$ cat src/rtl/stdout_ctrl.sv
// Console store path: claims MMIO stores in an 8-byte window, unpacks them into a byte FIFO
// and drains one byte per char_valid/char_ready handshake. Define STDOUT_CTRL_NUL_STRIP_EN to drop 0x00 bytes.
package stdout_ctrl_pkg;
    typedef enum logic [1:0] {
        NO_STORE    = 2'd0,
        STORE_BYTE  = 2'd1,
        STORE_WORD  = 2'd2,
        STORE_DWORD = 2'd3
    } mem_store_type_t;
endpackage

module stdout_ctrl
    import stdout_ctrl_pkg::*;
#(
    parameter logic [63:0] BASE_ADDR  = 64'h0000_0000_1000_0000,
    parameter int          FIFO_DEPTH = 16
) (
    input  logic                            i_clk,
    input  logic                            i_rst_n,
    input  logic                            i_enable,
    input  logic [63:0]                     i_addr,
    input  mem_store_type_t                 i_mem_store_type,
    input  logic [63:0]                     i_w_data,
    output logic                            o_stall,
    output logic                            o_stdout_taken,
    output logic                            o_char_valid,
    output logic [7:0]                      o_char_data,
    input  logic                            i_char_ready,
    output logic [$clog2(FIFO_DEPTH+1)-1:0] o_fifo_count
);
    localparam int AW = $clog2(FIFO_DEPTH);
    localparam int CW = $clog2(FIFO_DEPTH + 1);

    typedef enum logic {S_IDLE, S_UNPACK} state_t;

    state_t          r_state;
    logic [63:0]     r_staging;
    logic [3:0]      r_n;
    logic            r_taken;
    logic [7:0]      r_mem [FIFO_DEPTH];
    logic [AW-1:0]   r_wr_ptr;
    logic [AW-1:0]   r_rd_ptr;
    logic [CW-1:0]   r_count;

    logic            w_hit;
    logic            w_accept;
    logic            w_full;
    logic            w_keep;
    logic            w_emit;
    logic            w_push;
    logic            w_pop;
    logic [7:0]      w_byte;
    logic [3:0]      w_n;

    assign w_hit    = i_enable && (i_addr >= BASE_ADDR) && (i_addr < BASE_ADDR + 64'd8)
                      && (i_mem_store_type != NO_STORE);
    assign w_accept = w_hit && (r_state == S_IDLE);
    assign w_full   = (r_count == CW'(FIFO_DEPTH));
    assign w_byte   = r_staging[7:0];

`ifdef STDOUT_CTRL_NUL_STRIP_EN
    // A NUL byte never occupies a slot, so it may retire even while the FIFO is full.
    assign w_keep = (w_byte != 8'h00);
    assign w_emit = (r_state == S_UNPACK) && (!w_keep || !w_full);
`else
    assign w_keep = 1'b1;
    assign w_emit = (r_state == S_UNPACK) && !w_full;
`endif

    assign w_push = w_emit && w_keep;
    assign w_pop  = (r_count != '0) && i_char_ready;

    always_comb begin
        w_n = 4'd0;
        case (i_mem_store_type)
            STORE_BYTE:  w_n = 4'd1;
            STORE_WORD:  w_n = 4'd4;
            STORE_DWORD: w_n = 4'd8;
            default:     w_n = 4'd0;
        endcase
    end

    always_ff @(posedge i_clk or negedge i_rst_n) begin
        if (!i_rst_n) begin
            r_state   <= S_IDLE;
            r_staging <= '0;
            r_n       <= '0;
            r_taken   <= 1'b0;
            r_wr_ptr  <= '0;
            r_rd_ptr  <= '0;
            r_count   <= '0;
        end else begin
            r_taken <= w_accept;
            case (r_state)
                S_IDLE: begin
                    if (w_accept) begin
                        r_staging <= i_w_data;
                        r_n       <= w_n;
                        r_state   <= S_UNPACK;
                    end
                end
                S_UNPACK: begin
                    if (w_emit) begin
                        r_staging <= {8'h00, r_staging[63:8]};
                        r_n       <= r_n - 4'd1;
                        if (r_n == 4'd1) begin
                            r_state <= S_IDLE;
                        end
                    end
                end
                default: r_state <= S_IDLE;
            endcase
            if (w_push) begin
                r_wr_ptr <= r_wr_ptr + 1'b1;
            end
            if (w_pop) begin
                r_rd_ptr <= r_rd_ptr + 1'b1;
            end
            case ({w_push, w_pop})
                2'b10:   r_count <= r_count + 1'b1;
                2'b01:   r_count <= r_count - 1'b1;
                default: r_count <= r_count;
            endcase
        end
    end

    always_ff @(posedge i_clk) begin
        if (w_push) begin
            r_mem[r_wr_ptr] <= w_byte;
        end
    end

    assign o_stall        = w_hit && (r_state != S_IDLE);
    assign o_stdout_taken = r_taken;
    assign o_char_valid   = (r_count != '0);
    // Storage is not reset, so the head is masked to keep char_data at 0 while empty.
    assign o_char_data    = o_char_valid ? r_mem[r_rd_ptr] : 8'h00;
    assign o_fifo_count   = r_count;

endmodule

$ cat config.mk
export PLATFORM = sky130hd
export DESIGN_NAME = stdout_ctrl
export DESIGN_NICKNAME = d
export VERILOG_FILES = /design/src/rtl/stdout_ctrl.sv
export SDC_FILE = /design/constraint.sdc
export NUM_CORES = 1
export LEC_CHECK = 0
export ABC_AREA = 0
export CELL_PAD_IN_SITES_DETAIL_PLACEMENT = 1
export CELL_PAD_IN_SITES_GLOBAL_PLACEMENT = 1
export CORE_ASPECT_RATIO = 1.2
export CORE_UTILIZATION = 34
export DETAILED_ROUTE_END_ITERATION = 7
export HOLD_SLACK_MARGIN = 0.02
export PLACE_DENSITY = 0.69
export REMOVE_ABC_BUFFERS = 1
export SLEW_MARGIN = 40
export SYNTH_ARGS = -nofsm -noshare
export SYNTH_HDL_FRONTEND = slang
export SYNTH_SLANG_ARGS = --single-unit
$ cat constraint.sdc
create_clock -name i_clk -period 4.5 [get_ports i_clk]
set_clock_uncertainty 0.15 [all_clocks]
set_input_delay 0.9 -clock i_clk [delete_from_list [all_inputs] [get_ports i_clk]]
set_output_delay 0.9 -clock i_clk [all_outputs]
set_load 0.005 [all_outputs]
# Word level (Yosys, flattened, before mapping)
# Memories as Yosys holds them, arrays and structs flattened.
# Cells that the tools add are included.
# Widths: inputs -> output; s select.
# word_totals
regBits,83
ramBits,128
inputBits,134
out_inout_bits,16
elab_cells,52
memories,1
# classes
addsub,5
magnitude_cmp,2
eq_ne,9
muxes,15
bitwise,1
n_reduce_logical,12
# mem_list
memory,words,width,read_ports,rd_ports_with_merged_regs,write_ports,line_no,text
r_mem,16,8,1,0,1,40,logic [7:0] r_mem [FIFO_DEPTH];
# ops
cell,n
$mux 64,2
$pmux 64 s2,1
$ge 64x29->1 const B,1
$lt 64x29->1 const B,1
$pmux 4 s3,1
$pmux 5 s2,1
$add 4x1->4 const B,2
$mux 4,2
$mux 8,1
$pmux 4 s2,1
$logic_and 1x1->1,7
$eq 2x2->1 const B,3
$add 5x1->5 const B,1
$eq 5x5->1 const B,1
$mux 1,5
$reduce_bool 5->1,1
$sub 5x1->5 const B,1
$eq 2x1->1 const B,2
$eq 4x1->1 const B,1
$reduce_bool 2->1,2
$sub 4x1->4 const B,1
$ne 2x1->1 const B,1
$ne 2x2->1 const B,1
$pmux 1 s2,1
other kinds (3),3

# Longest topological paths before layout
# Gate-level depths: netlist (run 1).
# depth
depth_word,7
ltp_mapped,14
depth_no_buf,12

# Worst setup path before layout (run 1)
# No wires, ideal clock.
# synth_path
kind,input-to-output
startpoint,in i_addr[15]
endpoint,out o_stall
arrival_time_ps,2420
required_ps,3450
path_slack_ps,1030
stages,7
path_buffers,3
path_cell_list,nor4_1 nand4_1 or3_1 clkbuf_1 clkbuf_1 buf_1 nor3_1
# synth_between
elab_chain_cells,5
elab_cells_between_ends,6
classes_between,order compare: 2; reduce/logical: 4
# synth_rtl
item,line_no,text
from (decl),21,"input logic [63:0] i_addr,"
$ge 64x29->1,55,assign w_hit = i_enable && (i_addr >= BASE_ADDR) && (i_addr < BASE_ADDR + 64'd8)
$logic_and 1x1->1,55,
$logic_and 1x1->1 *,55,
$logic_and 1x1->1 *,56,&& (i_mem_store_type != NO_STORE);
$logic_and 1x1->1 *,133,assign o_stall = w_hit && (r_state != S_IDLE);
to (decl),24,"output logic o_stall,"
# Mark *: on every way between the ends. The rest lies on a longest branch, timed or not.

# Final worst setup path (run 1)
# layout_path
startpoint,in i_addr[62]
endpoint,out o_stall
# Same word-level chain as after synthesis.

==> results of run 1 <==
## worst min path at each step
stage | start | endpoint | slack, ns | cells after the start
after CTS | i_rst_n | r_staging[26]$_DFFE_PN0P_ | 0.30 | 1
after floorplan | r_staging[56]$_DFFE_PN0P_ | r_staging[56]$_DFFE_PN0P_ | 0.36 | 2
final | i_rst_n | r_staging[26]$_DFFE_PN0P_ | 0.30 | 1
after global placement | r_staging[56]$_DFFE_PN0P_ | r_staging[56]$_DFFE_PN0P_ | 0.38 | 2
after global routing | i_rst_n | r_staging[26]$_DFFE_PN0P_ | 0.34 | 1
after detailed placement | o_fifo_count[3]$_DFFE_PN0P_ | o_fifo_count[3]$_DFFE_PN0P_ | 0.39 | 2
## metrics by stage
step / util (%) / instances
finish: 43.64 / 1241
floorplan: - / 653
global placement: 41.06 / 1199
detailed placement: 41.09 / 1199
CTS: 43.62 / 1241
global route: 43.64 / 1241
## kinds of logic (layout without fill, tap and decap cells)
logic type	count (synthesis)	count (layout)
AO/OA/AOI/OAI	148	148
XOR/XNOR	12	12
adder cells (fa/ha/maj)	12	12
buffers and inverters	81	215
flip-flops	211	211
multiplexers	97	97
AND/OR/NAND/NOR	161	161
## critical path, cell delays in order
cell and delay, ns:
clkdlybuf4s50_1 0.40, nor4_1 0.30, nand4_1 0.14, or4_2 0.77, nor3_1 0.22, clkdlybuf4s50_1 0.53
## area by class of cell
type / count / area share, %
tap: 385 / 3.816
multi-input combinational: 430 / 30.34
clock buffer: 23 / 4.559
sequential: 211 / 46.91
timing repair buffer: 161 / 12.75
inverter: 12 / 0.3964
clock inverter: 19 / 1.239
## layer usage
metal | part of all wire (%) | wire length [microns]
met4 | 2.3 | 544
met5 | 0 | 0
met3 | 4.8 | 1167
met2 | 51 | 12290
met1 | 42 | 10160
## power breakdown
| group | internal, uW | switching (uW) |
|---|---|---|
| Clock | 1050 | 764 |
| Combinational | 921 | 861 |
| Sequential | 2180 | 202 |
| Total | 4150 | 1830 |
## sequential cells by signal (all words and copies together), names as in the netlist
register / flops
o_fifo_count: 5
o_stdout_taken: 1
r_mem: 128
r_n: 4
r_rd_ptr: 4
r_staging: 64
r_state: 1
r_wr_ptr: 4
## synth_stat cells
master       n  share of area [%]
and3_1       1              0.062
fa_1         1               0.20
nor4b_1      3               0.26
dfrtp_1     83                 21
nand2_1     84                3.1
nand3_1      9               0.45
mux2_2       1               0.11
nor4_1      15               0.93
mux4_2      40                8.9
a31oi_1      1              0.062
a21o_1       1              0.075
nor3_1       7               0.35
clkbuf_1    52                1.9
o211ai_2     8               0.99
xor2_1       5               0.44
o211ai_1    69                5.1
xnor2_1      7               0.61
ha_1        11                1.4
buf_2        2              0.099
a2111oi_0    1              0.087
or3_1        2               0.12
o221ai_2    20                3.0
and2_1       1              0.062
edfxtp_1   128                 38
nor2_1      17               0.63
buf_6        4               0.45
nand2b_1     2               0.12
or4_1        4               0.30
inv_1       12               0.45
mux2i_1     56                5.6
o21ai_0      6               0.30
o221ai_1    37                3.2
a21oi_1      3               0.15
a32oi_1      1              0.087
nand4_1      5               0.31
buf_1       11               0.41
nor2b_1     11               0.68
o31ai_1      1              0.075
==> run_results.csv, run 1 <==
group,metric,value,unit
status,outcome,"finished, final reports clean",
setup_path,r2r_cells,13,
floorplanning,pin_count,150,
setup_path,end_kind,"output pin",
grt,grt_use_met3,3.001,%
floorplanning,die_h,190.5,microns
floorplanning,die_area,30300,sq um
detailed_routing,wl,24.17,mm
cts,cts-root-buf,"clkbuf_16",
cts,cts_setup_buffers,0,
cts,clockBufferDepth,3,
synthesis,syn_area,10070,sq um
cts,ctsHoldBuffers,0,
grt,antenna_found_initial,0,
finish,drive_gt1_share,15.77,%
setup_path,worstReg2RegEnd,"o_fifo_count[4]$_DFFE_PN0P_",
floorplanning,die_x,159.1,microns
cts,cts_tree,"built",
grt,met1_usage,20.53,%
cts,clock_latency,0.52,ns
placement,pre_cts_slack,0.1791,ns
detailed_routing,drt_iter0_drc,431,
placement,dp_hpwl,15.64,mm
synthesis,ys_warn_count,0,
synthesis,yosys.area_share.xor_xnor,1.044,%
sta,slew_headroom,44.41,%
detailed_routing,first_pass_iters,4,
run,maxCapViolations,0,
floorplanning,core_area,28930,sq um
setup_path,critPathMaxFanout,2,
finish,final_common_cell,"clkdlybuf4s50_1",
synthesis,syn-instance-count,722,
cts,cts_sinks,211,
placement,dpl_cell_area,11890,sq um
sta,setup_tns,0,ns
grt,grt.total_usage,16.43,%
grt,globalRouteOverflowTotal,0,
grt,grt_pass1_vias,7194,
synthesis,yosys.area_share.simple,7.421,%
sta,setup_viol,0,
sta,fin_crit_sh,96.06,%
finish,syn2layout_area_growth,25.42,%
synthesis,ys_seq_area_share,58.82,%
setup_path,required,3.45,ns
power_and_ir_drop,pwr_density_cell,473.4,nW/um^2
setup_path,worst_ep_arrival_time,3.27,ns
synthesis,synth_fa_ha_area_share,1.566,%
finish,most-common-layout-cells,"145 x clkdlybuf4s50_1, 128 x edfxtp_1, 84 x nand2_1",
synthesis,synth_compound_area_share,13.18,%
power_and_ir_drop,finalPower,5976,uW
detailed_routing,remaining_drc_errors,0,
sta,final.min_clock_period,4.323,ns
setup_path,cp-startpoint,"i_addr[62]",
finish,register_area,5922,sq um
synthesis,synth-seq-cells,211,
setup_path,r2r_start,"o_fifo_count[1]$_DFFE_PN0P_",
finish,nNetsFinal,985,
detailed_routing,routed_via_density,5.326,
sta,hold_slack,0.2978,ns
grt,grt_max_degree,192,
cts,cts_buffers,23,
setup_path,endpoint,"o_stall",
finish,fill_cells,3010,
finish,diodes,0,
synthesis,synth_top_family_by_area,"multiplexers",
setup_path,critPathKind,"in -> out",
detailed_routing,ant_nets,0,
detailed_routing,num_vias,6609,
floorplanning,rows,68,
worst_hold_path,worstHoldPathType,"in -> async",
cts,cts_resized,0,
power_and_ir_drop,vdd.ir_drop.worst,0.2681,mV
grt,busiest_layer,"met2",
synthesis,synth_cell_type_count,38,
synthesis,synth.mux.area_fraction,14.63,%
synthesis,syn_area_per_cell,13.94,sq um
sta,rsz0062_at_grt,"no",
sta,hold_violations,0,
power_and_ir_drop,p_leak,0.004501,uW
grt,use_met2,28.91,%
finish,design_area,12620,sq um
sta,slew_violations,0,
cts,path_clk_slew,0.07,ns
sta,fmax,0.2313,GHz
floorplanning,start_util,34.80,%
cts,cts.htree.levels,1,
finish,multi_input_area,3830,sq um
placement,port_buffers,146,
grt,grt_pass1_wl,39.88,mm
sta,fin_ws,0.1775,ns
placement,gp_congestion,0.7170,
setup_path,r2r_slack,1.06,ns
sta,tightest_slew,0.8338,ns
detailed_routing,drt-wirelength-per-cell,19.47,microns
setup_path,start_kind,"input pin",
Note: power is estimated with default switching activity, not from simulation.
==> run 2: changes to the inputs <==
--- a/config.mk
+++ b/config.mk
@@ -8,11 +8,11 @@
 export ABC_AREA = 0
 export CELL_PAD_IN_SITES_DETAIL_PLACEMENT = 1
 export CELL_PAD_IN_SITES_GLOBAL_PLACEMENT = 1
-export CORE_ASPECT_RATIO = 1.2
 export CORE_UTILIZATION = 34
 export DETAILED_ROUTE_END_ITERATION = 7
 export HOLD_SLACK_MARGIN = 0.02
-export PLACE_DENSITY = 0.69
+export PLACE_DENSITY_LB_ADDON = 0.15
+export RECOVER_POWER = 100
 export REMOVE_ABC_BUFFERS = 1
 export SLEW_MARGIN = 40
 export SYNTH_ARGS = -nofsm -noshare
==> run 2 against run 1 <==
  * The flow now finishes with violations (max-capacitance violations, max-slew violations)
  * Utilization decreased by 0.15 points
  * Sequential cell count unchanged
  * Sequential share of layout area increased by 0.15 points
  * Power increased by 5.9%
  * Global-route usage increased by 0.48 points
  * Maximum frequency decreased by 1.9%
==> run_results.csv, run 2 (synthesized netlist as in run 1, its figures left out) <==
group,metric,value,unit
power_and_ir_drop,internal_power,4484,uW
floorplanning,die_h,174.1,microns
floorplanning,die_area,30300,sq um
setup_path,critPathMaxFanout,2,
setup_path,worst_ep_arrival_time,3.36,ns
grt,grt.total_usage,16.91,%
finish,instances_no_fill,1240,
setup_path,critPathKind,"in -> out",
finish,most-common-layout-cells,"138 x clkdlybuf4s50_1, 128 x edfxtp_1, 84 x nand2_1",
finish,drive_gt1_share,11.93,%
sta,fin_crit_sh,97.90,%
detailed_routing,num_vias,6669,
placement,port_buffers,146,
power_and_ir_drop,power_switching,1848,uW
worst_hold_path,worstHoldPathType,"reg -> reg",
power_and_ir_drop,p_seq_share,37.3,%
detailed_routing,routed_via_density,5.378,
finish,multi_input_area,3684,sq um
cts,cts_sinks,211,
floorplanning,core_area,28940,sq um
grt,globalRouteOverflowTotal,0,
status,outcome,"finished, violations left",
sta,setup_tns,0,ns
finish,register_area,5922,sq um
setup_path,cp_slowest_cell,"or4_2",
finish,largest_reg_flops,128,
setup_path,required,3.45,ns
sta,rsz0062_at_grt,"no",
sta,slew_headroom,-26.35,%
placement,gp_congestion,0.7813,
sta,slew_violations,81,
cts,cts.htree.levels,1,
placement,dp_hpwl,16.50,mm
finish,fill_cells,2946,
sta,hold_violations,0,
power_and_ir_drop,p_leak,0.004508,uW
power_and_ir_drop,p_sw_share,29.19,%
cts,cts_tree,"built",
sta,hold_slack,0.4008,ns
floorplanning,die_x,174.1,microns
power_and_ir_drop,pwr-share-clk,34.8,%
setup_path,start_kind,"input pin",
sta,tightest_slew,1.895,ns
cts,cts_setup_buffers,0,
floorplanning,pin_count,150,
detailed_routing,first_pass_iters,4,
status,violations,"max-capacitance violations, max-slew violations",
detailed_routing,drt_iter0_drc,358,
setup_path,cpPeakStageDelay,0.74,ns
grt,antenna_found_initial,2,
floorplanning,rows,62,
cts,clock_latency,0.51,ns
detailed_routing,drt-wirelength-per-cell,20.42,microns
power_and_ir_drop,power_frac_comb,27.9,%
setup_path,cpMostUsedCell,"clkdlybuf4s50_1",
placement,dp_cells,1196,
setup_path,end_kind,"output pin",
grt,grt_max_degree,75,
detailed_routing,wl,25.32,mm
power_and_ir_drop,vdd.ir_drop.worst,0.2723,mV
sta,final.min_clock_period,4.405,ns
sta,fmax,0.2270,GHz
run,maxCapViolations,2,
cts,cts-root-buf,"clkbuf_16",
cts,path_clk_slew,0.06,ns
grt,grt_pass1_wl,40.86,mm
detailed_routing,ant_nets,0,
floorplanning,start_util,34.79,%
finish,final_common_cell,"clkdlybuf4s50_1",
finish,largest_register,"r_mem",
setup_path,crit_path_cell_trace,"clkdlybuf4s50_1, nor4_1, nand4_1, or4_2, nor3_2, buf_4, clkdlybuf4s50_1",
finish,syn2layout_area_growth,25.02,%
sta,setup_viol,0,
grt,grt_pass1_vias,7251,
power_and_ir_drop,pwr_density_cell,503.1,nW/um^2
detailed_routing,remaining_drc_errors,0,
cts,clockBufferDepth,3,
finish,nNetsFinal,984,
cts,cts_buffers,24,
==> run 2: worst paths after layout <==
path | startpoint | endpoint | slack, ns | cells after the start
worst max-delay path | i_addr[36] | o_stall | 0.09 | 7
min in group asynchronous | i_rst_n | r_staging[42]$_DFFE_PN0P_ | 0.75 | 1
worst max register to register | o_fifo_count[1]$_DFFE_PN0P_ | o_fifo_count[4]$_DFFE_PN0P_ | 0.78 | 11
worst min register to register | o_fifo_count[0]$_DFFE_PN0P_ | o_fifo_count[0]$_DFFE_PN0P_ | 0.40 | 1
max in group asynchronous | i_rst_n | r_staging[60]$_DFFE_PN0P_ | 1.93 | 2
worst min-delay path | o_fifo_count[0]$_DFFE_PN0P_ | o_fifo_count[0]$_DFFE_PN0P_ | 0.40 | 1
==> run 2: stage by stage <==
stage               utilization, %  total power (uW)  instance area (sq um)  worst slack (ns)
floorplan                        -              3528                   9774            -1.388
global placement             41.02              4159                  11870          0.007685
detailed placement           41.14              4274                  11900          -0.04265
CTS                          44.24              6508                  12800           0.05052
global route                 43.48              6655                  12580           0.01347
finish                       43.49              6332                  12580           0.09451
==> run 2: critical path: cells and delay by family <==
kind / cells / cell delay, ns
buffers and inverters: 3 / 1.06
and+or+nand+nor: 4 / 1.39
==> run 2: area by class of cell <==
cell class	count	area share [%]
Clock inverter	16	2.058
Antenna cell	1	0.01988
Multi-Input combinational cell	430	29.27
Sequential cell	211	47.06
Inverter	12	0.3977
Timing Repair Buffer	159	12.35
Clock buffer	27	5.031
Tap cell	384	3.818
==> run 2: power groups by stage <==
stage	clock, uW	sequential, uW	combinational (uW)
after floorplan	0	2430	1100
after global placement	0	2390	1770
after detailed placement	0	2430	1850
after CTS	2260	2390	1850
after global routing	2330	2390	1940
final	2200	2360	1770
==> run 2: repair_timing <==
item | CTS | global route
endpoints found under the setup margin | 1 | 1
resized for setup | 1 | 3
endpoints found under the hold margin | 0 | 0
hold buffers | 0 | 0
==> run 2: metal layers <==
metal,routed length [microns],GRT usage [%]
met1,11270,22.21
met2,12450,28.68
met3,1109,3.434
met4,490,3.911
met5,0,0
